`src/rtl/multicycle_cpu.sv`:
```
// Multi-cycle core: FETCH/DECODE/EXEC/MEM/WB/HALT FSM, DATA_W-bit datapath, req/ack memory ports.
// Optional MUL (opcode 1100, one extra execute cycle) is enabled by defining MULTICYCLE_CPU_MUL_EN.
`timescale 1ns/1ps
module multicycle_cpu #(
  parameter int DATA_W = 16,
  parameter int ADDR_W = 16
) (
  input  logic              clock,
  input  logic              reset,
  output logic              imem_req,
  output logic [ADDR_W-1:0] imem_addr,
  input  logic              imem_ack,
  input  logic [15:0]       imem_rdata,
  output logic              dmem_req,
  output logic              dmem_we,
  output logic [ADDR_W-1:0] dmem_addr,
  output logic [DATA_W-1:0] dmem_wdata,
  input  logic              dmem_ack,
  input  logic [DATA_W-1:0] dmem_rdata,
  output logic [ADDR_W-1:0] PC,
  output logic [15:0]       IR,
  output logic [DATA_W-1:0] ALUOut,
  output logic              instr_done,
  output logic              halted
);

  typedef enum logic [2:0] {
    S_FETCH, S_DECODE, S_EXEC, S_MEM, S_WB, S_HALT
`ifdef MULTICYCLE_CPU_MUL_EN
    , S_MUL
`endif
  } state_t;

  typedef enum logic [3:0] {
    OP_ADD  = 4'h0, OP_SUB  = 4'h1, OP_AND  = 4'h2, OP_OR   = 4'h3,
    OP_NOR  = 4'h4, OP_NAND = 4'h5, OP_SLT  = 4'h6, OP_ADDI = 4'h7,
    OP_LW   = 4'h8, OP_SW   = 4'h9, OP_BEQ  = 4'hA, OP_BNE  = 4'hB,
    OP_MUL  = 4'hC, OP_HALT = 4'hF
  } op_t;

  localparam int XW = (DATA_W > ADDR_W) ? DATA_W : ADDR_W;

  state_t            state_q, state_d;
  logic [ADDR_W-1:0] pc_q, pc_d;
  logic [15:0]       ir_q, ir_d;
  logic [DATA_W-1:0] a_q, a_d, b_q, b_d, alu_q, alu_d, mdr_q, mdr_d;
  logic              run_q;
  logic [DATA_W-1:0] rf_q [4];

  logic [3:0]        op;
  logic [1:0]        rs, rt, rd, rf_waddr;
  logic [DATA_W-1:0] imm_x, alu_res, rf_wdata;
  logic [ADDR_W-1:0] pc_plus2, br_target;
  logic [XW-1:0]     alu_x;
  logic              rf_we;

  assign op        = ir_q[15:12];
  assign rs        = ir_q[11:10];
  assign rt        = ir_q[9:8];
  assign rd        = ir_q[7:6];
  assign imm_x     = DATA_W'($signed(ir_q[7:0]));
  assign pc_plus2  = pc_q + ADDR_W'(2);
  assign br_target = pc_plus2 + (ADDR_W'($signed(ir_q[7:0])) << 1);
  assign alu_x     = XW'(alu_q);

  // run_q keeps imem_req low through reset and rising only after the first post-reset edge.
  assign imem_req   = (state_q == S_FETCH) && run_q;
  assign imem_addr  = pc_q;
  assign dmem_req   = (state_q == S_MEM);
  assign dmem_we    = (state_q == S_MEM) && (op == OP_SW);
  assign dmem_addr  = alu_x[ADDR_W-1:0];
  assign dmem_wdata = b_q;
  assign PC         = pc_q;
  assign IR         = ir_q;
  assign ALUOut     = alu_q;
  assign halted     = (state_q == S_HALT);

  assign rf_waddr = (op == OP_ADDI || op == OP_LW) ? rt : rd;
  assign rf_wdata = (op == OP_LW) ? mdr_q : alu_q;

  always_comb begin
    alu_res = a_q + imm_x;
    case (op)
      OP_ADD:         alu_res = a_q + b_q;
      OP_SUB:         alu_res = a_q - b_q;
      OP_AND:         alu_res = a_q & b_q;
      OP_OR:          alu_res = a_q | b_q;
      OP_NOR:         alu_res = ~(a_q | b_q);
      OP_NAND:        alu_res = ~(a_q & b_q);
      OP_SLT:         alu_res = DATA_W'($signed(a_q) < $signed(b_q));
      OP_BEQ, OP_BNE: alu_res = a_q - b_q;
      default:        alu_res = a_q + imm_x;
    endcase
  end

  always_comb begin
    state_d    = state_q;
    pc_d       = pc_q;
    ir_d       = ir_q;
    a_d        = a_q;
    b_d        = b_q;
    alu_d      = alu_q;
    mdr_d      = mdr_q;
    rf_we      = 1'b0;
    instr_done = 1'b0;
    case (state_q)
      S_FETCH: begin
        if (imem_req && imem_ack) begin
          ir_d    = imem_rdata;
          state_d = S_DECODE;
        end
      end
      S_DECODE: begin
        a_d     = rf_q[rs];
        b_d     = rf_q[rt];
        state_d = S_EXEC;
      end
      S_EXEC: begin
        case (op)
          OP_ADD, OP_SUB, OP_AND, OP_OR, OP_NOR, OP_NAND, OP_SLT, OP_ADDI: begin
            alu_d   = alu_res;
            state_d = S_WB;
          end
          OP_LW, OP_SW: begin
            alu_d   = alu_res;
            state_d = S_MEM;
          end
          OP_BEQ, OP_BNE: begin
            alu_d      = alu_res;
            pc_d       = ((alu_res == '0) == (op == OP_BEQ)) ? br_target : pc_plus2;
            instr_done = 1'b1;
            state_d    = S_FETCH;
          end
          OP_HALT: begin
            instr_done = 1'b1;
            state_d    = S_HALT;
          end
`ifdef MULTICYCLE_CPU_MUL_EN
          OP_MUL: state_d = S_MUL;
`endif
          default: begin
            pc_d       = pc_plus2;
            instr_done = 1'b1;
            state_d    = S_FETCH;
          end
        endcase
      end
`ifdef MULTICYCLE_CPU_MUL_EN
      S_MUL: begin
        alu_d   = a_q * b_q;
        state_d = S_WB;
      end
`endif
      S_MEM: begin
        if (dmem_ack) begin
          if (op == OP_LW) begin
            mdr_d   = dmem_rdata;
            state_d = S_WB;
          end else begin
            pc_d       = pc_plus2;
            instr_done = 1'b1;
            state_d    = S_FETCH;
          end
        end
      end
      S_WB: begin
        rf_we      = (rf_waddr != 2'd0);
        pc_d       = pc_plus2;
        instr_done = 1'b1;
        state_d    = S_FETCH;
      end
      S_HALT:  state_d = S_HALT;
      default: state_d = S_FETCH;
    endcase
  end

  always_ff @(posedge clock or posedge reset) begin
    if (reset) begin
      state_q <= S_FETCH;
      pc_q    <= '0;
      ir_q    <= '0;
      a_q     <= '0;
      b_q     <= '0;
      alu_q   <= '0;
      mdr_q   <= '0;
      run_q   <= 1'b0;
      for (int unsigned i = 0; i < 4; i++) rf_q[i] <= '0;
    end else begin
      state_q <= state_d;
      pc_q    <= pc_d;
      ir_q    <= ir_d;
      a_q     <= a_d;
      b_q     <= b_d;
      alu_q   <= alu_d;
      mdr_q   <= mdr_d;
      run_q   <= 1'b1;
      if (rf_we) rf_q[rf_waddr] <= rf_wdata;
    end
  end

endmodule

```
`config.mk`:
```
export PLATFORM = sky130hd
export DESIGN_NAME = multicycle_cpu
export DESIGN_NICKNAME = d
export VERILOG_FILES = /design/src/rtl/multicycle_cpu.sv
export SDC_FILE = /design/constraint.sdc
export NUM_CORES = 1
export LEC_CHECK = 0
export BUFFER_PORTS_ARGS = -buffer_cell sky130_fd_sc_hd__buf_2
export CORE_ASPECT_RATIO = 0.75
export CORE_MARGIN = 4
export CORE_UTILIZATION = 45
export DETAILED_ROUTE_END_ITERATION = 8
export GPL_TIMING_DRIVEN = 0
export SLEW_MARGIN = 30
export SYNTH_ARGS = -nofsm -noshare
export SYNTH_HDL_FRONTEND = slang
export SYNTH_SLANG_ARGS = --single-unit
```
`constraint.sdc`:
```
create_clock -name clock -period 6.7 [get_ports clock]
set_clock_uncertainty 0.1 [all_clocks]
set_input_delay 1.34 -clock clock [delete_from_list [all_inputs] [get_ports clock]]
set_output_delay 1.34 -clock clock [all_outputs]
set_load 0.005 [all_outputs]
```
==> impl_metrics.csv <==
group,metric,value,unit
run_status,status,"complete, no violations",
clock_tree,numCtsBuffers,17,
pwr,p_leak,6.10,nW
clock_tree,clock_sinks,163,
logic_synthesis,synth_top_cell_area_share,0.355,
finish,finalNetCount,1472,
global_route,grt_max_degree,87,
finish,area_growth,15.9,%
setup_path,worstPathRequired,6890,ps
logic_synthesis,ys_warn_count,0,
floorplan,initial_utilization,0.459,
place,pre_cts_ws,-495,ps
floorplan,die_x,193,um
pwr,switching_share,0.483,
timing,setup_ws,179,ps
pwr,pwr-share-seq,0.224,
timing,period_share,0.973,
timing,fmax,0.153,GHz
min_path,holdCritPathClass,"register to register",
clock_tree,htreeDepth,4,
global_route,antenna_found_initial,2,
floorplan,pin_count,137,
logic_synthesis,ys_types,84,
place,io_buffers,134,
timing,tightestPinTransition,904,ps
global_route,grtUsageMet3,0.0719,
drt,wl_per_cell,21.2,um
place,gp_congestion,0.903,
timing,max_slew_margin,0.397,
floorplan,die_area,28200,sq um
clock_tree,cts_buffer_depth,2,
logic_synthesis,async_reset_ff_frac,1.00,
timing,maxSlewViolCount,0,
finish,drive_above_1_share,0.254,
clock_tree,cts_tree,"yes",
pwr,pwr-share-comb,0.637,
drt,totalWireLength,36.1,mm
setup_path,worst_ep_arrival_time,6710,ps
clock_tree,path_clk_slew,70,ps
logic_synthesis,yosysTopAreaCell,"dfrtp_1",
setup_path,worst_setup_path_start_kind,"register",
setup_path,worstSetupEndpointType,"register",
job,cap_violations,0,
timing,period_needed,6520,ps
clock_tree,root_buffer,"clkbuf_16",
global_route,use_met2,0.347,
logic_synthesis,syn_area,11500,sq um
logic_synthesis,avgSynthCellArea,9.59,sq um
timing,rsz0062_at_grt,"false",
setup_path,setup.worst_path.class,"register to register",
finish,fin_cells,1707,
drt,drt-pass1-iter-count,5,
pwr,p_switching,3.66,mW
floorplan,fp.dieH,146,um
logic_synthesis,yosysSeqAreaShare,0.355,
global_route,gr-total-overflow,0,
finish,n_fill_cell,2312,
global_route,top_usage_layer,"met1",
logic_synthesis,synth_area_leaders,"dfrtp_1 35%, ha_1 8.5%, mux4_2 6.3%, mux2_2 5.3%, o21ai_0 4.8%",
pwr,power,7.59,mW
global_route,grt_util_met1,0.410,
floorplan,coreArea,25000,sq um
timing,hold_viol,0,
logic_synthesis,synth_seq_cells,163,
setup_path,cp_max_fo,10,
pwr,clkPwrFrac,0.139,
pwr,peakVddDrop,290,uV
drt,num_vias,9878,
logic_synthesis,synth_edf_count,0,
timing,setup_viol,0,
place,dp.cells,1672,
global_route,grt_pass1_vias,9401,
drt,drcViolationCount,0,
place,hpwl,27.0,mm
global_route,grt_pass1_wl,55.8,mm
pwr,power_density,570,nW/um^2
clock_tree,clkLatencyLatePin,450,ps
logic_synthesis,synthCells,1198,
finish,final_area,13300,sq um
drt,viasPerCell,5.79,
floorplan,row_count,50,
place,postPlaceCellArea,12600,sq um
pwr,intPower,3.92,mW
global_route,grt_usage,0.259,
logic_synthesis,ys.flop_type,"dfrtp_1",
drt,detail_route.iter0.violations,936,
finish,fin_util,0.532,
drt,drtAntennaViolNets,0,
==> registers in the layout (all words and copies together), names as in the netlist, 3 cells and up <==
| signal | flops |
|---|---|
| ALUOut | 16 |
| IR | 16 |
| PC | 15 |
| a_q | 16 |
| dmem_wdata | 16 |
| mdr_q | 16 |
| rf_q | 64 |
| state_q | 3 |
==> routing by layer <==
layer,up-vias,wire (um),part of all wire
met5,-,34,0.00094
met4,6,470,0.013
met3,44,3850,0.11
met2,431,14600,0.40
met1,4805,17200,0.48
li1,4592,-,-
==> synthesized netlist by cell type, drive strengths merged (8+ instances only) <==
library cell  instances
mux2i                29
a211oi               16
mux2                 55
dfrtp               163
buf                  52
nor3                 22
or3                   8
a21o                  9
mux4                 32
a221oi               17
nor2b                11
ha                   78
nand2b               14
o22a                 12
inv                  68
xnor2                25
xor2                 18
o22ai                18
o21ai               111
nor2                 51
a21oi                49
nand3                13
nand2               145
and3                 11
a31oi                11
clkbuf               55
==> power by group through the flow <==
stage                     Combinational, mW  Clock, mW  Sequential [mW]
after floorplan                        3.31          0             1.58
after global placement                 4.62          0             1.69
after detailed placement               4.66          0             1.71
after CTS                              4.73       1.07             1.69
after global routing                   5.27       1.11             1.75
final                                  4.83       1.05             1.70
==> layout make-up <==
type | instances | area, sq um | area share
Tap cell | 338 | 423 | 0.0318
Clock inverter | 12 | 168 | 0.0126
Multi-Input combinational cell | 859 | 6600 | 0.495
Antenna cell | 1 | 2.50 | 0.000188
Sequential cell | 163 | 4080 | 0.306
Buffer | 109 | 617 | 0.0463
Inverter | 68 | 263 | 0.0197
Timing Repair Buffer | 137 | 713 | 0.0536
Clock buffer | 20 | 457 | 0.0343
==> timing repair <==
item / in CTS / in global routing
hold buffers: 0 / 0
setup buffers: 0 / 2
gates resized for setup: 5 / 1
pin swaps: 0 / 1
endpoints found under the setup margin: 14 / 14
==> per-stage QoR <==
step | TNS, ps | hold WS [ps]
after floorplan | 0 | 341
after global placement | -220340 | 353
after detailed placement | -6390 | 364
after CTS | 0 | 384
after global routing | 0 | 404
final | 0 | 381
==> worst max-delay path, stage by stage, from the launching register on <==
cell,delay (ps)
dfrtp_1,420
buf_4,200
or2_2,300
clkbuf_1,240
nor3_4,230
buf_4,180
clkbuf_2,270
mux2_2,370
ha_1,270
buf_4,170
a2111oi_4,300
o21ai_2,140
a21boi_2,150
xnor2_1,130
a2111oi_4,600
nand4_1,160
or4_4,520
nor4b_4,460
mux2i_4,550
buf_6,250
mux2i_1,210
o22ai_1,110
==> cell usage in the layout (no fill, tap or decap), types with 6 or more instances in the layout <==
cell type and count:
nor3_1 20, o22a_1 11, nand3_1 13, mux2i_1 28, and3_1 9, a21oi_1 48, o21ai_0 110, clkbuf_16 17
o22ai_1 18, xnor2_1 25, a31oi_1 11, nor2b_1 11, mux2_2 54, clkbuf_1 52, o211ai_1 6, dfrtp_1 163
a221oi_1 13, nand2_1 145, inv_1 65, a21o_1 9, nor2_1 50, buf_4 39, ha_1 78, nand2b_1 14
a211oi_1 15, o31ai_1 6, nor4_1 7, nand4_1 7, buf_2 143, mux4_2 32, xor2_1 18
==> kinds of logic after synthesis <==
group	after synthesis	synth area share
xor+xnor	43	0.0328
other cells	2	0.000653
buf+inv	177	0.0758
simple gates	323	0.137
flops	163	0.355
compound gates	293	0.167
mux	116	0.142
fa+ha+maj	81	0.0901
==> path summary, 6_finish.rpt <==
check | cells after the start | startpoint | to | slack (ps)
worst max-delay path | 21 | IR[13] | PC[5] | 180
min in group asynchronous | 2 | reset | mdr_q[13] | 880
worst max register to register | 21 | IR[13] | PC[5] | 180
worst min-delay path | 1 | rf_q[48] | rf_q[48] | 380
max in group asynchronous | 3 | reset | dmem_wdata[2] | 4770
worst min register to register | 1 | rf_q[48] | rf_q[48] | 380
No activity file was read; power rests on OpenSTA's default activity.
